**src/rtl/addsub_ovf_acc.sv**
```systemverilog
// Add/subtract accumulator with wrap/saturate overflow handling, per-command flags and overflow event tracking.
// Latency 1 cycle, command to registered outputs; one command per cycle, no backpressure.
module addsub_ovf_acc #(
  parameter int WIDTH = 8,
  parameter int CNT_W = 4
) (
  input  logic             clk,
  input  logic             rst_n,
  input  logic             in_valid,
  input  logic [1:0]       op,
  input  logic [WIDTH-1:0] din,
  input  logic             sat,
  output logic [WIDTH-1:0] acc,
  output logic             out_valid,
  output logic             ovf,
  output logic             carry,
  output logic             zero,
  output logic             neg,
  output logic             ovf_sticky,
  output logic [CNT_W-1:0] ovf_cnt
);

  localparam logic [1:0] OP_LOAD = 2'b00;
  localparam logic [1:0] OP_ADD  = 2'b01;
  localparam logic [1:0] OP_SUB  = 2'b10;
  localparam logic [1:0] OP_CLRF = 2'b11;

  localparam logic [WIDTH-1:0] ACC_MAX = {1'b0, {(WIDTH-1){1'b1}}};
  localparam logic [WIDTH-1:0] ACC_MIN = {1'b1, {(WIDTH-1){1'b0}}};

  logic             is_sub;
  logic             is_arith;
  logic [WIDTH-1:0] b_opnd;
  logic [WIDTH:0]   sum;
  logic [WIDTH-1:0] raw;
  logic             ovf_raw;
  logic [WIDTH-1:0] nxt_acc;
  logic             nxt_ovf;
  logic             nxt_carry;

  // SUB is acc + ~din + 1, so one adder serves both operations.
  always_comb begin
    is_sub   = (op == OP_SUB);
    is_arith = (op == OP_ADD) || (op == OP_SUB);
    b_opnd   = is_sub ? ~din : din;
    sum      = {1'b0, acc} + {1'b0, b_opnd} + (WIDTH+1)'(is_sub);
    raw      = sum[WIDTH-1:0];
    if (is_sub)
      ovf_raw = (acc[WIDTH-1] != din[WIDTH-1]) && (raw[WIDTH-1] != acc[WIDTH-1]);
    else
      ovf_raw = (acc[WIDTH-1] == din[WIDTH-1]) && (raw[WIDTH-1] != acc[WIDTH-1]);

    nxt_acc   = acc;
    nxt_ovf   = 1'b0;
    nxt_carry = 1'b0;
    case (op)
      OP_LOAD: nxt_acc = din;
      OP_ADD, OP_SUB: begin
        // Saturation direction follows the sign of the pre-command accumulator.
        nxt_acc   = (ovf_raw && sat) ? (acc[WIDTH-1] ? ACC_MIN : ACC_MAX) : raw;
        nxt_ovf   = ovf_raw;
        nxt_carry = is_sub ? ~sum[WIDTH] : sum[WIDTH];
      end
      default: nxt_acc = acc;
    endcase
  end

  always_ff @(posedge clk or negedge rst_n) begin
    if (!rst_n) begin
      acc        <= '0;
      out_valid  <= 1'b0;
      ovf        <= 1'b0;
      carry      <= 1'b0;
      zero       <= 1'b1;
      neg        <= 1'b0;
      ovf_sticky <= 1'b0;
      ovf_cnt    <= '0;
    end else begin
      out_valid <= in_valid;
      if (in_valid) begin
        acc   <= nxt_acc;
        ovf   <= nxt_ovf;
        carry <= nxt_carry;
        zero  <= (nxt_acc == '0);
        neg   <= nxt_acc[WIDTH-1];
        if (op == OP_CLRF) begin
          ovf_sticky <= 1'b0;
          ovf_cnt    <= '0;
        end else if (is_arith && ovf_raw) begin
          ovf_sticky <= 1'b1;
          if (ovf_cnt != '1)
            ovf_cnt <= ovf_cnt + 1'b1;
        end
      end
    end
  end

endmodule

```
**config.mk**
```make
export PLATFORM = sky130hd
export DESIGN_NAME = addsub_ovf_acc
export DESIGN_NICKNAME = d
export VERILOG_FILES = /design/src/rtl/addsub_ovf_acc.sv
export SDC_FILE = /design/constraint.sdc
export NUM_CORES = 1
export LEC_CHECK = 0
export BUFFER_PORTS_ARGS = -buffer_cell sky130_fd_sc_hd__buf_2
export CAP_MARGIN = 0
export CORE_MARGIN = 4
export CORE_UTILIZATION = 29
export CTS_BUF_LIST = sky130_fd_sc_hd__clkbuf_8 sky130_fd_sc_hd__clkbuf_16
export CTS_CLUSTER_DIAMETER = 40
export DETAILED_ROUTE_END_ITERATION = 8
export SLEW_MARGIN = 20
export SYNTH_ARGS = -nofsm -noshare
export SYNTH_HDL_FRONTEND = slang
export SYNTH_SLANG_ARGS = --single-unit
```
**constraint.sdc**
```tcl
create_clock -name clk -period 3 [get_ports clk]
set_clock_uncertainty 0.05 [all_clocks]
set_input_delay 0.45 -clock clk [delete_from_list [all_inputs] [get_ports clk]]
set_output_delay 0.45 -clock clk [all_outputs]
set_load 0.02 [all_outputs]
```
[Word level (Yosys, flattened, before mapping)]
Cells that the tools add are included.
Storage, ports and cells
  flip-flop bits (word level): 18
  input port bits: 14
Operators by class
  add/subtract/negate cells: 3
  equal/unequal tests: 7
  multiplexer cells: 13
  bitwise operators: 2
  reduce and logical (&&, ||, !) cells: 12
Operators by type and width (count)
  two-way mux 8 bit: 3
  one-hot mux 8 bit (2 select lines): 1
  two-way mux 4 bit: 3
  adder 8 x 8 -> 9 bit: 1
  adder 9 x 1 -> 9 bit: 1
  logical NOT 8 bit: 1
  NOT 8 bit: 1
  two-way mux 1 bit: 6
  adder 4 x 1 -> 4 bit, second input constant: 1
  == test 2 bit, second input constant: 2
  logical AND 1 bit: 4
  != test 4 bit, second input constant: 1
  nonzero test 2 bit: 2
  AND reduction 3 bit: 1
  == test 2 x 1 -> 1 bit, second input constant: 1
  logical NOT 2 bit: 1
  != test 1 bit: 2
  AND reduction 2 bit: 1
  OR reduction 2 bit: 1
  == test 1 bit: 1
  logical OR 1 bit: 1
  NOT 1 bit: 1

[Longest topological paths before layout]
Gate-level depths: netlist (run 1).
  depth in word-level cells: 11
  depth in mapped cells: 14

[Worst setup path after synthesis (run 1)]
OpenSTA, ideal clock, no wires.
  path kind: input port to flip-flop
  start point: input op[0]
  end point: register zero
  data arrival time: 3.093 ns
  required time: 2.861 ns
  slack: -0.232 ns
  stages on the path: 13
  path buffers: 1
  cell sequence: inv_1 -> ha_1 -> buf_6 -> xor2_1 -> ha_1 -> a211oi_1 -> o31ai_2 -> nand2_1 -> a2111oi_4 -> a221oi_4 -> mux2i_1 -> or4_1 -> o32ai_2
Between the ends
  word-level cells in the longest chain between the ends: 11
Ends and longest elaborated chain
  start: declaration: RTL line 10  | input logic [1:0] op,
  == test 2 bit: RTL line 43, 56
  two-way mux 8 bit: RTL line 45  | b_opnd = is_sub ? ~din : din;
  adder 8 x 8 -> 9 bit: RTL line 46  | sum = {1'b0, acc} + {1'b0, b_opnd} + (WIDTH+1)'(is_sub);
  adder 9 x 1 -> 9 bit: RTL line 46
  != test 1 bit: RTL line 49, 51
  logical AND 1 bit, on equally long branches: RTL line 51, 49
  two-way mux 1 bit: RTL line 48  | if (is_sub)
  logical AND 1 bit: RTL line 60  | nxt_acc = (ovf_raw && sat) ? (acc[WIDTH-1] ? ACC_MIN : ACC_MAX) : raw;
  two-way mux 8 bit: RTL line 60
  one-hot mux 8 bit (2 select lines) (*): RTL line 56  | case (op)
  logical NOT 8 bit (*): RTL line 84  | zero <= (nxt_acc == '0);
  end signal: assignment: RTL line 84
  end: declaration: RTL line 17  | output logic zero,
Every way passes the cells marked *; elsewhere a longest branch is shown, timed or not.
A chain may end at the register's enable or synchronous reset.

[Worst setup path in the final report (run 1)]
Ends and elaborated chain as after synthesis.

==> results of run 1 <==
[power groups by stage]
stage               combinational (mW)  clock, mW  sequential, mW
global placement                  1.33          0           0.382
CTS                               1.47      0.181           0.380
global route                      1.68      0.192           0.391
floorplan                        0.731          0           0.490
detailed placement                1.34          0           0.383
finish                            1.55      0.175           0.377
[synth_stat cells, drive strengths merged (2+ instances only)]
library cell | n | area share [%]
nor2 | 13 | 3.0
a21o | 2 | 0.92
o21a | 2 | 0.92
o22ai | 8 | 3.5
a22o | 2 | 1.1
o21bai | 3 | 1.4
dfrtp | 16 | 25
o2111ai | 2 | 1.5
a311oi | 2 | 1.1
o21ai | 9 | 2.8
xnor2 | 6 | 3.2
a21oi | 15 | 6.0
ha | 11 | 8.5
mux2i | 3 | 2.1
inv | 16 | 3.7
o31ai | 3 | 1.7
xor2 | 10 | 6.6
a31oi | 6 | 2.3
nand2b | 2 | 0.77
nand2 | 12 | 2.8
nor4 | 2 | 1.2
nand3 | 2 | 0.92
buf | 3 | 1.5
nor2b | 3 | 1.2
a211oi | 7 | 3.5
clkbuf | 3 | 0.69
[cells by family (layout without fill, tap and decap cells)]
| family | count (synthesis) | count (layout) |
|---|---|---|
| compound gates | 67 | 67 |
| simple gates | 41 | 41 |
| buf+inv | 22 | 104 |
| flops | 17 | 17 |
| xor+xnor | 16 | 16 |
| fa+ha+maj | 12 | 12 |
| mux | 4 | 4 |
[how the worst max path moves through the flow]
stage / start / endpoint / slack, ns / cells past startpoint
global placement: op[0] / zero / -0.48 / 13
global route: op[0] / zero / -0.27 / 14
finish: op[0] / zero / -0.16 / 14
CTS: op[0] / zero / -0.13 / 14
floorplan: op[0] / zero / -0.12 / 13
detailed placement: op[0] / zero / -0.47 / 13
[routing by layer]
metal	global-route usage (%)	vias up
met1	19.7	802
met5	0	-
met2	23.9	59
met3	3.56	4
li1	-	822
met4	2.82	0
[per-stage QoR]
step	setup slack [ns]	util, %	power [mW]
final	-0.159	46.4	2.10
after global routing	-0.267	46.4	2.26
after CTS	-0.127	45.2	2.03
after detailed placement	-0.472	41.1	1.72
after global placement	-0.480	41.1	1.72
after floorplan	-0.124	-	1.22
[placed cells by master, fill, tap and decap left out, types with 6 or more instances in the layout]
cell	synthesis	final
a21oi_1	13	9
a31oi_1	6	6
buf_2	1	29
buf_4	1	49
dfrtp_1	16	16
ha_1	11	9
inv_1	16	15
nand2_1	12	11
nor2_1	13	11
o21ai_0	9	9
o22ai_1	7	7
xor2_1	9	9
[registers in the layout (all words and copies together), names as in the netlist]
name,cells
acc,8
ovf_cnt,4
carry,1
out_valid,1
ovf,1
ovf_sticky,1
zero,1
[final cells by class]
| cell class | instances | area (um2) |
|---|---|---|
| inverter | 16 | 72.6 |
| timing repair buffer | 84 | 589 |
| clock buffer | 3 | 41.3 |
| fill | 524 | 2830 |
| multi-input combinational | 140 | 1220 |
| sequential | 17 | 427 |
| clock inverter | 1 | 5.00 |
| tap | 70 | 87.6 |
[worst reg2reg max path: cells and delay by family, from the launching register on]
family | cells | cell delay [ns]
multiplexers | 1 | 0.13
adder cells (fa/ha/maj) | 1 | 0.34
buffers and inverters | 1 | 0.16
flip-flops | 1 | 0.41
AND/OR/NAND/NOR | 1 | 0.55
AO/OA/AOI/OAI | 6 | 1.11
[what timing repair did]
action                                  in CTS  in global routing
setup buffers                               13                  1
pin swaps                                   20                 10
resized for setup                           15                 12
gates cloned                                 0                  0
endpoints found under the setup margin       6                 10
==> metrics.md, run 1 <==
| Metric | Value |
|---|---|
| Post-Synth Adder-Cell Area | 9.71% |
| Setup TNS | -0.574 ns |
| Worst reg2reg path endpoint | zero |
| Core area | 5270 um2 |
| Fin crit period | 3.16 ns |
| WL met3 | 280 um |
| CP bufs+invs | 4 |
| Worst r2r src | acc[4] |
| DRC viols | 0 |
| Pint | 1.12 mW |
| Slowest cell delay on critical path | 0.62 ns |
| Clock network power share | 8.4% |
| R2R cell count | 10 |
| Max_slew headroom | 59.8% |
| Routed met2 length | 2.38 mm |
| Compound-gate portion of the synthesized area | 32.5% |
| Initial Util | 30.8% |
| Final WL | 5.00 mm |
| Crit-path max FO | 7 |
| Final period util | 105% |
| Slowest CP cell | a2111oi_4 |
| Antenna fix cells | 0 |
| H-tree level count | 1 |
| Post-synthesis cell type count | 53 |
| Tot GR Track Use | 14.6% |
| Via density per instance | 5.10 |
| Net Sw Power | 978 uW |
| Die Wd | 82.8 um |
| Critical Path RT | 3.12 ns |
| Violated checks | negative setup slack |
| Most used flip-flop cell after synthesis | dfrtp_1 |
| Setup ws final | -0.159 ns |
| XOR/XNOR share of the synthesized area | 9.79% |
| CTS Buf Count | 3 |
| Num rows | 26 |
| Nets | 288 |
| Total grt overflow | 0 |
| Cells after Synth | 179 |
| Synth Warn # | 0 |
| Initial antenna violation count | 0 |
| Largest family of logic cells by synthesized area | compound AO/OA/AOI/OAI gates |
| Simple-gate share of the synthesized area | 12.9% |
| Drt pass-1 iters | 4 |
| Pwr dens | 858 nW/um2 |
| Fin cells | 331 |
| Post-synthesis mux area share | 3.01% |
| Final setup vio count | 8 |
| Sw frac | 46.6% |
| Share of post-route cells with drive strength above 1 | 46.0% |
| Combinational share of power | 73.7% |
| Cts hold-fix bufs | 0 |
| Synthesized area | 1620 um2 |
| Reg power frac | 18.0% |
| Area grow syn2layout | 50.6% |
| Detail Route Antenna Nets | 0 |
| VDD IR max | 0.333 mV |
| Reg clk slew, reported paths | 0.07 ns |
| CP Data Arrival Time | 3.28 ns |
| Syn_nets | 205 |
| Worst-case clock buffer depth | 2 |
| Dpl cells | 313 |
| Total vias in the final route | 1,687 |
| Outcome | finished with violations |
| Unrepaired setup endpoints after global routing | true |
| Post-placement cell area | 2160 um2 |
| CTS tree | built |
| Vias in the first global route | 1,690 |
| Seq/Total Area, Yosys | 26.3% |
| Fmax | 317 MHz |
| Slew @ Worst Pin | 0.603 ns |
| Pleak | 1.10 nW |
| Skew-Pair Late Insertion Delay | 0.25 ns |
| EDFF count, synth | 0 |
| Number of max-cap violations | 0 |
| Port bufs | 31 |
| Hold Path Class | in2async |
| Die height | 82.8 um |
| Top delay family on crit path | compound AO/OA/AOI/OAI gates |
| Hold_ws | 0.0599 ns |
| Post-synthesis register bit count | 17 |
| Number of I/O pins | 32 |
| Finished Cell Area | 2440 um2 |
| DR WL/cell | 15.1 um |
| Uppermost layer routed | met4 |
| Reg2reg setup slack | 0.17 ns |
| Die area | 6860 um2 |
| Async set-reset flop share out of synthesis | 100% |
| Mean post-synth cell area | 9.07 um2 |
| Crit-path cells | buf_12, inv_12, ha_4, buf_6, xor2_1, ha_1, a21oi_2, o22ai_2, mux2_4, a2111oi_4, buf_4, a211oi_4, o22ai_1, o32ai_2 |
| Final-report hold violation count | 0 |
| Setup crit start kind | input pin |
| HPWL Detailed | 3.80 mm |
| Global-route wire length before repair | 8.30 mm |
| Largest net degree at the start of global routing | 18 |
| CTS Root Cell | clkbuf_8 |
| Met1 Wirelength | 2.30 mm |
| # clock sinks | 17 |
| Fin. max-slew vios | 0 |
| Worst setup EP type | flop |
| Critical path class | in2reg |
| Iteration-0 DRC Markers | 132 |
| Routability cong. | 0.914 |
Note: power is estimated with default switching activity, not from simulation.
==> run 2: changes to the inputs <==
- ABC_AREA: unset -> 1
==> metrics.md, run 2 <==
| Metric | Value |
|---|---|
| Cells after Synth | 201 |
| Number of flip-flops in the largest register | 8 |
| Skew-Pair Late Insertion Delay | 0.25 ns |
| Share of post-route cells with drive strength above 1 | 28.3% |
| HPWL Detailed | 2.85 mm |
| Pint | 707 uW |
| VDD IR max | 0.393 mV |
| Setup ws final | 0.397 ns |
| Total vias in the final route | 1,334 |
| Unrepaired setup endpoints after global routing | false |
| Setup crit start kind | input pin |
| Crit path from | op[0] |
| Met2 Use GR | 19.7% |
| Slew @ Worst Pin | 0.545 ns |
| Cts repair resizes | 0 |
| Fin crit period | 2.60 ns |
| Total grt overflow | 0 |
| Number of I/O pins | 32 |
| Detail Route Antenna Nets | 0 |
| Fin. max-slew vios | 0 |
| Pwr dens | 755 nW/um2 |
| Syn_nets | 227 |
| Final period util | 86.8% |
| Multi-input gate area | 975 um2 |
| Cts hold-fix bufs | 0 |
| FILL cells | 551 |
| CP Data Arrival Time | 2.74 ns |
| Worst r2r src | acc[0] |
| Final WL | 3.45 mm |
| Dpl ws | 0.00411 ns |
| Slowest CP cell | ha_2 |
| Seq/Total Area, Yosys | 27.8% |
| Most frequent cells after synthesis | nand2_1, inv_1, dfrtp_1 |
| Outcome | finished clean |
| Iteration-0 DRC Markers | 50 |
| Sw frac | 48.2% |
| Area fraction of the dominant cell type after synthesis | 26.1% |
| # clock sinks | 17 |
| Critical Path End | zero |
| Core area | 5110 um2 |
| Reg clk slew, reported paths | 0.06 ns |
| Routability cong. | 0.792 |
| CP bufs+invs | 3 |
| Reg2reg setup slack | 0.77 ns |
| Commonest non-fill, non-tap cell in the layout | nand2_1 |
| Pleak | 1.01 nW |
| Register area | 427 um2 |
| Met3 track demand over resource | 0.998% |
| Net Sw Power | 658 uW |
| CTS Root Cell | clkbuf_8 |
| Antenna fix cells | 0 |
| Initial Util | 30.0% |
| Largest area contributor in the netlist | dfrtp_1 |
| Number of max-cap violations | 0 |
| Synthesized area | 1530 um2 |
| Nets | 260 |
| Hold Path Class | in2async |
| Worst reg2reg path endpoint | carry |
| CTS tree | built |
| Area grow syn2layout | 17.9% |
| Worst-case clock buffer depth | 2 |
| Crit-path max FO | 8 |
| Biggest regs | acc x8, ovf_cnt x4 |
| Global-route wire length before repair | 6.02 mm |
| Vias in the first global route | 1,325 |
| Final setup vio count | 0 |
| Synth Warn # | 0 |
| Top delay family on crit path | simple AND/OR/NAND/NOR gates |
| Drt pass-1 iters | 4 |
| Finished Cell Area | 1810 um2 |
| Fmax | 384 MHz |
| Async set-reset flop share out of synthesis | 100% |
| Top reg by flops | acc |
| Port bufs | 31 |
| Via density per instance | 4.40 |
| H-tree level count | 1 |
| Busiest grt layer | met2 |
| Final-report hold violation count | 0 |
| Reg power frac | 26.9% |
| Post-synthesis register bit count | 17 |
| Critical path class | in2reg |
| CTS Buf Count | 3 |
| Clock network power share | 11.9% |
| Most used flip-flop cell after synthesis | dfrtp_1 |
| Met1 Use GR | 15.6% |
| Num rows | 26 |
| Critical path depth | 20 |
| Worst setup EP type | flop |
| Die height | 80.7 um |
| DR WL/cell | 11.4 um |
| Max_slew headroom | 63.7% |
| Initial antenna violation count | 0 |
| Setup TNS | 0 ns |
| CP most frequent cell | nand2_1 |
| Post-CTS Setup Bufs | 0 |
| Hold_ws | 0.0626 ns |
| Synth top area cells | dfrtp_1, nand2_1, ha_1, inv_1, a21oi_1 |
| Combinational share of power | 61.2% |
| Mean post-synth cell area | 7.63 um2 |
| EDFF count, synth | 0 |
| Critical Path RT | 3.14 ns |
| Die Wd | 80.7 um |
| Post-synthesis cell type count | 37 |
| Post-placement cell area | 1760 um2 |
| Most frequent cells in the layout | nand2_1, buf_2, inv_1 |
| Crit-path cells | buf_2, inv_1, ha_2, xor2_1, ha_1, nand2_1, inv_2, a21oi_2, nand2_2, nand2_2, nand3_2, nand3_4, nand2_1, nand2_1, nand2_1, o21ai_0, nand2_1, nor2_1, nand2_1, nand2_1 |
| Tot GR Track Use | 11.6% |
| Utilization after layout | 35.4% |
| Most common cell in the netlist | nand2_1 |
| DRC viols | 0 |
| Slowest cell delay on critical path | 0.31 ns |
| Largest net degree at the start of global routing | 18 |
| R2R cell count | 13 |
| Die area | 6520 um2 |
-- run 2: cell types whose count changed after synthesis, sizes merged, moves of 3 or more --
cell / before / now
nand2: 12 / 65
inv: 16 / 27
nand3: 2 / 11
a211oi: 7 / 0
a31oi: 6 / 0
nor2: 13 / 7
a21oi: 15 / 18
mux2i: 3 / 0
nor2b: 3 / 0
or2: 0 / 3
xnor2: 6 / 3
-- run 2: power by group through the flow --
stage               clock [mW]  sequential (mW)  combinational, mW
finish                   0.162            0.368              0.835
global route             0.180            0.380              0.944
CTS                      0.170            0.368              0.843
detailed placement           0            0.372              0.832
global placement             0            0.373              0.830
floorplan                    0            0.440              0.568
-- run 2: per-layer routing --
layer,routed length [um],part of all wire [%]
met5,0,0
met4,43,1.2
met3,58,1.7
met2,1630,47
met1,1720,50
-- run 2: worst min path at each step --
stage                     start          to  slack [ns]  depth (start not counted)
final                     rst_n  ovf_cnt[2]        0.06                          1
after global routing      rst_n         ovf         0.1                          1
after CTS                 rst_n  ovf_cnt[2]        0.07                          1
after detailed placement  rst_n  ovf_cnt[2]        0.35                          1
after global placement    rst_n  ovf_cnt[2]        0.34                          1
after floorplan           rst_n      acc[0]        0.10                          0
-- run 2: final cells by class --
type / count / share of cell area, %
clock inverter: 1 / 0.207
clock buffer: 3 / 2.28
inverter: 28 / 5.81
tap: 70 / 4.84
multi-input combinational: 151 / 53.9
timing repair buffer: 33 / 9.41
sequential: 17 / 23.6
-- run 2: kinds of logic (layout without fill, tap and decap cells) --
logic type / Yosys count / count (layout) / share of synthesized area [%]
AOI/OAI and AO/OA: 39 / 39 / 15.9
and+or+nand+nor: 88 / 88 / 29.9
xor gates and xnor gates: 12 / 12 / 7.34
adders and majority gates: 12 / 12 / 10.3
buffers and inverters: 33 / 65 / 8.81
DFF: 17 / 17 / 27.8
-- run 2: metrics by stage --
stage          cells  power, mW
6_report         303       1.37
5_1_grt          303       1.50
4_1_cts          303       1.38
3_5_place_dp     299       1.20
3_3_place_gp     299       1.20
2_1_floorplan    201       1.01
